[src/rtl/alu_pkg.sv]
// ---------------------------------------------------------------------------
// alu_pkg
// Shared definitions for the ALU and its arbiter front end: default data and
// opcode widths, the ALU opcode encoding used by every client, and the state
// encoding of the arbiter FSM.
// No ports (package).
// ---------------------------------------------------------------------------
package alu_pkg;

  // Default widths used by the ALU datapath and its clients
  localparam int ALU_DATA_W = 32;
  localparam int ALU_OP_W   = 4;

  // ALU opcode encoding shared by all requesters and the ALU itself
  localparam logic [ALU_OP_W-1:0] OP_ADD = 4'h0;
  localparam logic [ALU_OP_W-1:0] OP_SUB = 4'h1;
  localparam logic [ALU_OP_W-1:0] OP_AND = 4'h2;
  localparam logic [ALU_OP_W-1:0] OP_OR  = 4'h3;
  localparam logic [ALU_OP_W-1:0] OP_XOR = 4'h4;
  localparam logic [ALU_OP_W-1:0] OP_SLL = 4'h5;
  localparam logic [ALU_OP_W-1:0] OP_SRL = 4'h6;
  localparam logic [ALU_OP_W-1:0] OP_SRA = 4'h7;
  localparam logic [ALU_OP_W-1:0] OP_BEQ = 4'h8;
  localparam logic [ALU_OP_W-1:0] OP_BNE = 4'h9;
  localparam logic [ALU_OP_W-1:0] OP_BLT = 4'hA;
  localparam logic [ALU_OP_W-1:0] OP_BGE = 4'hB;

  // Arbiter FSM: wait for a request, let the ALU settle, present the result
  typedef enum logic [1:0] {
    ST_IDLE = 2'd0,
    ST_EXEC = 2'd1,
    ST_RESP = 2'd2
  } arb_state_e;

endpackage

[src/rtl/rr_arbiter.sv]
// ---------------------------------------------------------------------------
// rr_arbiter
// Purely combinational round-robin pick. Starting at i_ptr and walking upward
// (wrapping at NUM_REQ-1), the first asserted request wins.
// Ports:
//   i_req    [NUM_REQ-1:0]  request vector
//   i_ptr    [ID_W-1:0]     highest-priority index this cycle
//   o_grant  [NUM_REQ-1:0]  one-hot winner (zero when no request)
//   o_id     [ID_W-1:0]     binary index of the winner (0 when no request)
//   o_valid                 at least one request present
// ---------------------------------------------------------------------------
module rr_arbiter #(
  parameter int NUM_REQ = 4,
  parameter int ID_W    = 2
) (
  input  logic [NUM_REQ-1:0] i_req,
  input  logic [ID_W-1:0]    i_ptr,
  output logic [NUM_REQ-1:0] o_grant,
  output logic [ID_W-1:0]    o_id,
  output logic               o_valid
);

  // Walk the requesters in priority order; the first hit freezes the result.
  always_comb begin
    int idx;
    o_grant = '0;
    o_id    = '0;
    o_valid = 1'b0;
    for (int k = 0; k < NUM_REQ; k++) begin
      idx = int'(i_ptr) + k;
      if (idx >= NUM_REQ) idx = idx - NUM_REQ;
      if (!o_valid && i_req[idx]) begin
        o_valid      = 1'b1;
        o_grant[idx] = 1'b1;
        o_id         = idx[ID_W-1:0];
      end
    end
  end

endmodule

[src/rtl/alu_arbiter.sv]
// ---------------------------------------------------------------------------
// alu_arbiter
// Shares one external combinational ALU among NUM_REQ requesters. A request
// is accepted in an accept slot (IDLE, or RESP while the consumer takes the
// current result), its operands are registered onto the ALU inputs, the ALU
// output is captured one cycle later and held on a tagged response channel
// until rsp_ready.
// Optional feature macro: ALU_ARB_LOCK_EN -- a requester that accepts with
//   req_lock=1 keeps exclusive grant of the next accept slot while it holds
//   req_valid. Without the macro req_lock is ignored.
// Ports:
//   clk, rst_n                      clock, async active-low reset
//   req_valid/req_ready [NUM_REQ]   request handshake per requester
//   req_a1/req_a2 [NUM_REQ*DATA_W]  packed operands, slot i at [i*DATA_W +: DATA_W]
//   req_op [NUM_REQ*OP_W]           packed opcodes
//   req_lock [NUM_REQ]              hold grant for next op (lock build only)
//   alu_a1/alu_a2/alu_op            registered operands to the ALU
//   alu_aout/alu_zero_i             combinational result from the ALU
//   rsp_valid/rsp_ready             response handshake
//   rsp_id/rsp_result/rsp_zero      owner tag and captured ALU result
// ---------------------------------------------------------------------------
module alu_arbiter
  import alu_pkg::*;
#(
  parameter int NUM_REQ = 4,
  parameter int DATA_W  = ALU_DATA_W,
  parameter int OP_W    = ALU_OP_W,
  parameter int ID_W    = 2
) (
  input  logic                      clk,
  input  logic                      rst_n,
  input  logic [NUM_REQ-1:0]        req_valid,
  output logic [NUM_REQ-1:0]        req_ready,
  input  logic [NUM_REQ*DATA_W-1:0] req_a1,
  input  logic [NUM_REQ*DATA_W-1:0] req_a2,
  input  logic [NUM_REQ*OP_W-1:0]   req_op,
  input  logic [NUM_REQ-1:0]        req_lock,
  output logic [DATA_W-1:0]         alu_a1,
  output logic [DATA_W-1:0]         alu_a2,
  output logic [OP_W-1:0]           alu_op,
  input  logic [DATA_W-1:0]         alu_aout,
  input  logic                      alu_zero_i,
  output logic                      rsp_valid,
  input  logic                      rsp_ready,
  output logic [ID_W-1:0]           rsp_id,
  output logic [DATA_W-1:0]         rsp_result,
  output logic                      rsp_zero
);

  arb_state_e r_state;
  arb_state_e w_state_nxt;

  logic [ID_W-1:0]    r_rr_ptr;
  logic [ID_W-1:0]    r_cur_id;
  logic [DATA_W-1:0]  r_alu_a1;
  logic [DATA_W-1:0]  r_alu_a2;
  logic [OP_W-1:0]    r_alu_op;
  logic               r_rsp_valid;
  logic [ID_W-1:0]    r_rsp_id;
  logic [DATA_W-1:0]  r_rsp_result;
  logic               r_rsp_zero;

  logic [NUM_REQ-1:0] w_req_eff;
  logic [NUM_REQ-1:0] w_win_onehot;
  logic [ID_W-1:0]    w_win_id;
  logic               w_win_any;
  logic               w_accept_slot;
  logic               w_accept;
  logic               w_locked_grant;
  logic [ID_W-1:0]    w_ptr_nxt;
  logic [DATA_W-1:0]  w_sel_a1;
  logic [DATA_W-1:0]  w_sel_a2;
  logic [OP_W-1:0]    w_sel_op;

`ifdef ALU_ARB_LOCK_EN
  logic            r_lock_active;
  logic [ID_W-1:0] r_lock_id;

  // While a lock is held and its owner still requests, only the owner is
  // visible to the arbiter; everyone else stalls.
  always_comb begin
    w_locked_grant = r_lock_active && req_valid[r_lock_id];
    w_req_eff      = req_valid;
    if (w_locked_grant) begin
      w_req_eff            = '0;
      w_req_eff[r_lock_id] = 1'b1;
    end
  end

  // The lock follows the req_lock bit of each accepted op, and is released
  // early if the owner is seen without a request in an accept slot.
  always_ff @(posedge clk or negedge rst_n) begin
    if (!rst_n) begin
      r_lock_active <= 1'b0;
      r_lock_id     <= '0;
    end else if (w_accept) begin
      r_lock_active <= req_lock[w_win_id];
      r_lock_id     <= w_win_id;
    end else if (w_accept_slot && r_lock_active && !req_valid[r_lock_id]) begin
      r_lock_active <= 1'b0;
    end
  end
`else
  logic w_unused_lock;

  // Lock requests have no effect in the plain round-robin build.
  always_comb begin
    w_locked_grant = 1'b0;
    w_req_eff      = req_valid;
    w_unused_lock  = ^req_lock;
  end
`endif

  rr_arbiter #(
    .NUM_REQ(NUM_REQ),
    .ID_W   (ID_W)
  ) u_rr_arbiter (
    .i_req  (w_req_eff),
    .i_ptr  (r_rr_ptr),
    .o_grant(w_win_onehot),
    .o_id   (w_win_id),
    .o_valid(w_win_any)
  );

  // A new op may be taken when nothing is in flight, or when the current
  // result leaves this very cycle (back-to-back issue).
  always_comb begin
    w_accept_slot = (r_state == ST_IDLE) || ((r_state == ST_RESP) && rsp_ready);
    w_accept      = w_accept_slot && w_win_any;
  end

  // Pointer moves just past the winner, wrapping at the last requester.
  always_comb begin
    if (w_win_id == ID_W'(NUM_REQ - 1)) w_ptr_nxt = '0;
    else                                w_ptr_nxt = w_win_id + 1'b1;
  end

  // Operand mux: select the winner's slice from the packed request buses.
  always_comb begin
    w_sel_a1 = '0;
    w_sel_a2 = '0;
    w_sel_op = '0;
    for (int i = 0; i < NUM_REQ; i++) begin
      if (w_win_id == ID_W'(i)) begin
        w_sel_a1 = req_a1[i*DATA_W +: DATA_W];
        w_sel_a2 = req_a2[i*DATA_W +: DATA_W];
        w_sel_op = req_op[i*OP_W +: OP_W];
      end
    end
  end

  // FSM state register.
  always_ff @(posedge clk or negedge rst_n) begin
    if (!rst_n) r_state <= ST_IDLE;
    else        r_state <= w_state_nxt;
  end

  // FSM next-state: EXEC always lasts one cycle; RESP waits for the consumer.
  always_comb begin
    w_state_nxt = r_state;
    case (r_state)
      ST_IDLE: if (w_accept) w_state_nxt = ST_EXEC;
      ST_EXEC: w_state_nxt = ST_RESP;
      ST_RESP: begin
        if (rsp_ready) w_state_nxt = w_accept ? ST_EXEC : ST_IDLE;
      end
      default: w_state_nxt = ST_IDLE;
    endcase
  end

  // FSM outputs: the grant strobe is only raised in an accept slot.
  always_comb begin
    req_ready = '0;
    if (w_accept) req_ready = w_win_onehot;
  end

  // Issue side: capture the winner's operands on accept; the ALU inputs
  // otherwise hold their last value.
  always_ff @(posedge clk or negedge rst_n) begin
    if (!rst_n) begin
      r_alu_a1 <= '0;
      r_alu_a2 <= '0;
      r_alu_op <= '0;
      r_cur_id <= '0;
      r_rr_ptr <= '0;
    end else if (w_accept) begin
      r_alu_a1 <= w_sel_a1;
      r_alu_a2 <= w_sel_a2;
      r_alu_op <= w_sel_op;
      r_cur_id <= w_win_id;
      if (!w_locked_grant) r_rr_ptr <= w_ptr_nxt;
    end
  end

  // Response side: sample the ALU during EXEC, hold until the consumer takes
  // it. A same-cycle new accept still drops valid for its EXEC cycle.
  always_ff @(posedge clk or negedge rst_n) begin
    if (!rst_n) begin
      r_rsp_valid  <= 1'b0;
      r_rsp_id     <= '0;
      r_rsp_result <= '0;
      r_rsp_zero   <= 1'b0;
    end else if (r_state == ST_EXEC) begin
      r_rsp_valid  <= 1'b1;
      r_rsp_id     <= r_cur_id;
      r_rsp_result <= alu_aout;
      r_rsp_zero   <= alu_zero_i;
    end else if ((r_state == ST_RESP) && rsp_ready) begin
      r_rsp_valid  <= 1'b0;
    end
  end

  assign alu_a1     = r_alu_a1;
  assign alu_a2     = r_alu_a2;
  assign alu_op     = r_alu_op;
  assign rsp_valid  = r_rsp_valid;
  assign rsp_id     = r_rsp_id;
  assign rsp_result = r_rsp_result;
  assign rsp_zero   = r_rsp_zero;

endmodule

[config.mk]
export PLATFORM = sky130hd
export DESIGN_NAME = alu_arbiter
export DESIGN_NICKNAME = d
export VERILOG_FILES = /design/src/rtl/alu_pkg.sv /design/src/rtl/rr_arbiter.sv /design/src/rtl/alu_arbiter.sv
export SDC_FILE = /design/constraint.sdc
export NUM_CORES = 1
export LEC_CHECK = 0
export CAP_MARGIN = 0
export CORE_AREA = 4 4 162 164
export CTS_BUF_LIST = sky130_fd_sc_hd__clkbuf_2
export DETAILED_ROUTE_END_ITERATION = 10
export DIE_AREA = 0 0 166 168
export GPL_TIMING_DRIVEN = 0
export PLACE_DENSITY = 0.71
export SETUP_SLACK_MARGIN = 0.05
export SYNTH_ARGS = -nofsm -noshare
export SYNTH_HDL_FRONTEND = slang
export SYNTH_SLANG_ARGS = --single-unit
[constraint.sdc]
create_clock -name clk -period 5.4 [get_ports clk]
set_input_delay 0.81 -clock clk [delete_from_list [all_inputs] [get_ports clk]]
set_output_delay 0.81 -clock clk [all_outputs]
set_load 0.005 [all_outputs]
==> impl_metrics.toml <==
[sta]
setup_viol = 0
finalCritPeriodShare_pct = 83.5
period_minus_slack_ns = 4.51
hold_viol_final = 0
worst_slew_pin_slew_ns = 0.769
slew_headroom_pct = 48.7
finalMaxSlewViolations = 0
fin_worst_skew_ns = 0.0542
fmax_ghz = 0.222
rsz0062_at_grt = "no"
setup_slack_ns = 0.891

[cells_and_area]
area_growth_pct = 73.8
drive_above_1_share_pct = 7.94
fin_area_um2 = 11200
utilization_pct = 45.0
nNetsFinal = 1477

[pwr]
finalPower_w = 0.00707
p_leak_nw = 4.23
ir_drop_mv = 0.234
power.density_nw_per_um2 = 631

[logic_synthesis]
synthCells = 723
synth_cell_types = 39
netlist_area_um2 = 6450
synthSimpleGateAreaFrac_pct = 18.3
syn_area_per_cell_um2 = 8.92
synth_mux_area_share_pct = 6.99
synth_xor_area_share_pct = 0
synthTopCellsByArea = "dfrtp_1 43%, a21oi_1 11%, a221oi_1 7.5%"
synth_compound_area_share_pct = 25.4
yosysTopAreaCell = "dfrtp_1"
synth_top_area_share_pct = 42.7
async_reset_ff_share_pct = 100
synth_top_family_by_area = "compound AO/OA/AOI/OAI gates"
syn-num-nets = 1047
yosysSeqAreaShare_pct = 42.7
yosysMostFrequentCell = "a21oi_1"
synth_common_cells = "139 x a21oi_1, 110 x dfrtp_1, 57 x nor2_1"
yosys_warnings = 0
synth-edff-count = 0
synth_flop_cell = "dfrtp_1"
synth-adder-area-share_pct = 1.55
ys_ff_latch = 110

[cts]
h-tree-depth = 3
cts_resized = 0
cts_tree = "done"
post_cts_buffers = 0
cts_max_path_buffers = 2
ctsHoldBuffers = 0
clk_pin_slew_worst_paths_ns = 0.30
cts.sinks = 110
clock_latency_ns = 0.64
cts_buffers = 9
root_buffer = "clkbuf_2"

[critical_path]
end_kind = "primary output"
cp.required_ns = 4.59
worstSetupStartpointType = "flop"
crit_arrival_ns = 3.70
critPathKind = "reg -> out"
critPathMaxFanout = 9

[floorplanning]
ios = 424
die_area_um2 = 27900
core_area_um2 = 24900
die_h_um = 168
rows = 58
initial_utilization_pct = 25.9
die_w_um = 166

[global_route]
antenna_found_initial = 4
grt_pass1_vias = 7712
gr-total-overflow = 0
grt_start_max_net_pins = 59
grt_pass1_wl_um = 45000
grt_usage_pct = 20.7

[routing]
post-route-drc-count = 0
vias = 7418
wl_per_cell_um = 20.4
drt-initial-drc-count = 344
wl_um = 30400
dr.pass1.iters = 5
drtAntennaViolNets = 0
viasPerCell = 4.98

[place]
detailedPlacementHpwl_um = 24300
io_buffers = 418
pre_cts_ws_ns = 0.505
place.gp.congestion = 0.879
placedInstanceArea_um2 = 11100

[run]
drv_cap = 0

[outcome]
status = "finished, final reports clean"

[worst_hold_path]
hold_class = "in -> async"
## stage by stage
| stage | hold WS, ns | setup TNS, ns | std cells |
|---|---|---|---|
| after floorplan | 0.474 | 0 | 723 |
| after detailed placement | 0.479 | 0 | 1472 |
| final | 0.0902 | 0 | 1491 |
| after global placement | 0.472 | -111.05 | 1471 |
| after global routing | 0.0422 | 0 | 1489 |
| after CTS | 0.0249 | 0 | 1488 |
## where the power goes
group / leakage [nW] / switching, W / internal [W] / total, W
registers: 1.27 / 0.000240 / 0.00127 / 0.00151
clock network: 0.0761 / 0.000311 / 0.000114 / 0.000425
logic: 2.88 / 0.00273 / 0.00240 / 0.00513
## logic make-up after synthesis
| group | count (synthesis) |
|---|---|
| adders and majority gates | 8 |
| and+or+nand+nor | 233 |
| muxes | 39 |
| DFF | 110 |
| buffers and inverters | 76 |
| AOI/OAI and AO/OA | 257 |
## flip-flops by register name (all words and copies together) (netlist names)
signal / cells
alu_a1: 32
alu_a2: 32
alu_op: 4
r_cur_id: 2
r_rr_ptr: 2
r_state: 2
rsp_id: 2
rsp_result: 32
rsp_valid: 1
rsp_zero: 1
## layer usage
layer	global-route usage (%)	vias up	wire (um)
li1	-	3499	-
met1	24.6	3549	12100
met2	36.6	317	15200
met3	5.64	49	2330
met4	6.49	4	787
met5	0	-	27
## worst paths after layout
path	start	endpoint	slack, ns	cells past startpoint
worst max-delay path	r_rr_ptr[1]$_DFFE_PN0P_	req_ready[2]	0.89	8
worst min-delay path	rst_n	rsp_result[27]$_DFFE_PN0P_	0.09	1
worst min register to register	alu_a2[0]$_DFFE_PN0P_	alu_a2[0]$_DFFE_PN0P_	0.54	1
min in group clk	alu_a2[0]$_DFFE_PN0P_	alu_a2[0]$_DFFE_PN0P_	0.54	1
max in group asynchronous	rst_n	alu_a1[11]$_DFFE_PN0P_	4.62	2
worst max register to register	r_rr_ptr[1]$_DFFE_PN0P_	alu_a2[18]$_DFFE_PN0P_	1.13	14
## layout by cell type (no fill, tap or decap), types with 9 or more instances in the layout
| cell | instances |
|---|---|
| clkbuf_1 | 40 |
| clkdlybuf4s50_1 | 417 |
| o21a_1 | 18 |
| a221oi_1 | 55 |
| o21ai_0 | 10 |
| mux2_2 | 38 |
| nor2_1 | 57 |
| clkbuf_2 | 9 |
| nand2_1 | 42 |
| a21oi_1 | 139 |
| nor3_1 | 53 |
| nor2b_1 | 53 |
| o211ai_1 | 17 |
| nand3b_1 | 17 |
| dfrtp_1 | 110 |
| buf_2 | 27 |
## worst max-delay path, cell delays in order, from the launching register on
cell	delay, ns
dfrtp_1	0.44
clkbuf_1	0.34
inv_1	0.16
ha_1	0.45
mux4_2	0.61
a211oi_4	0.29
a221oi_1	0.14
o21ai_1	0.16
clkdlybuf4s50_1	0.53
## area by class of cell
cell class,instances,area [um^2]
timing repair buffer,419,4210
multi-input combinational,537,3360
tap,330,413
antenna,3,7.51
clock buffer,9,45.0
sequential,110,2750
inverter,6,22.5
fill,2468,13700
clock inverter,7,78.8
buffer,70,308
No activity file was read; power rests on OpenSTA's default activity.
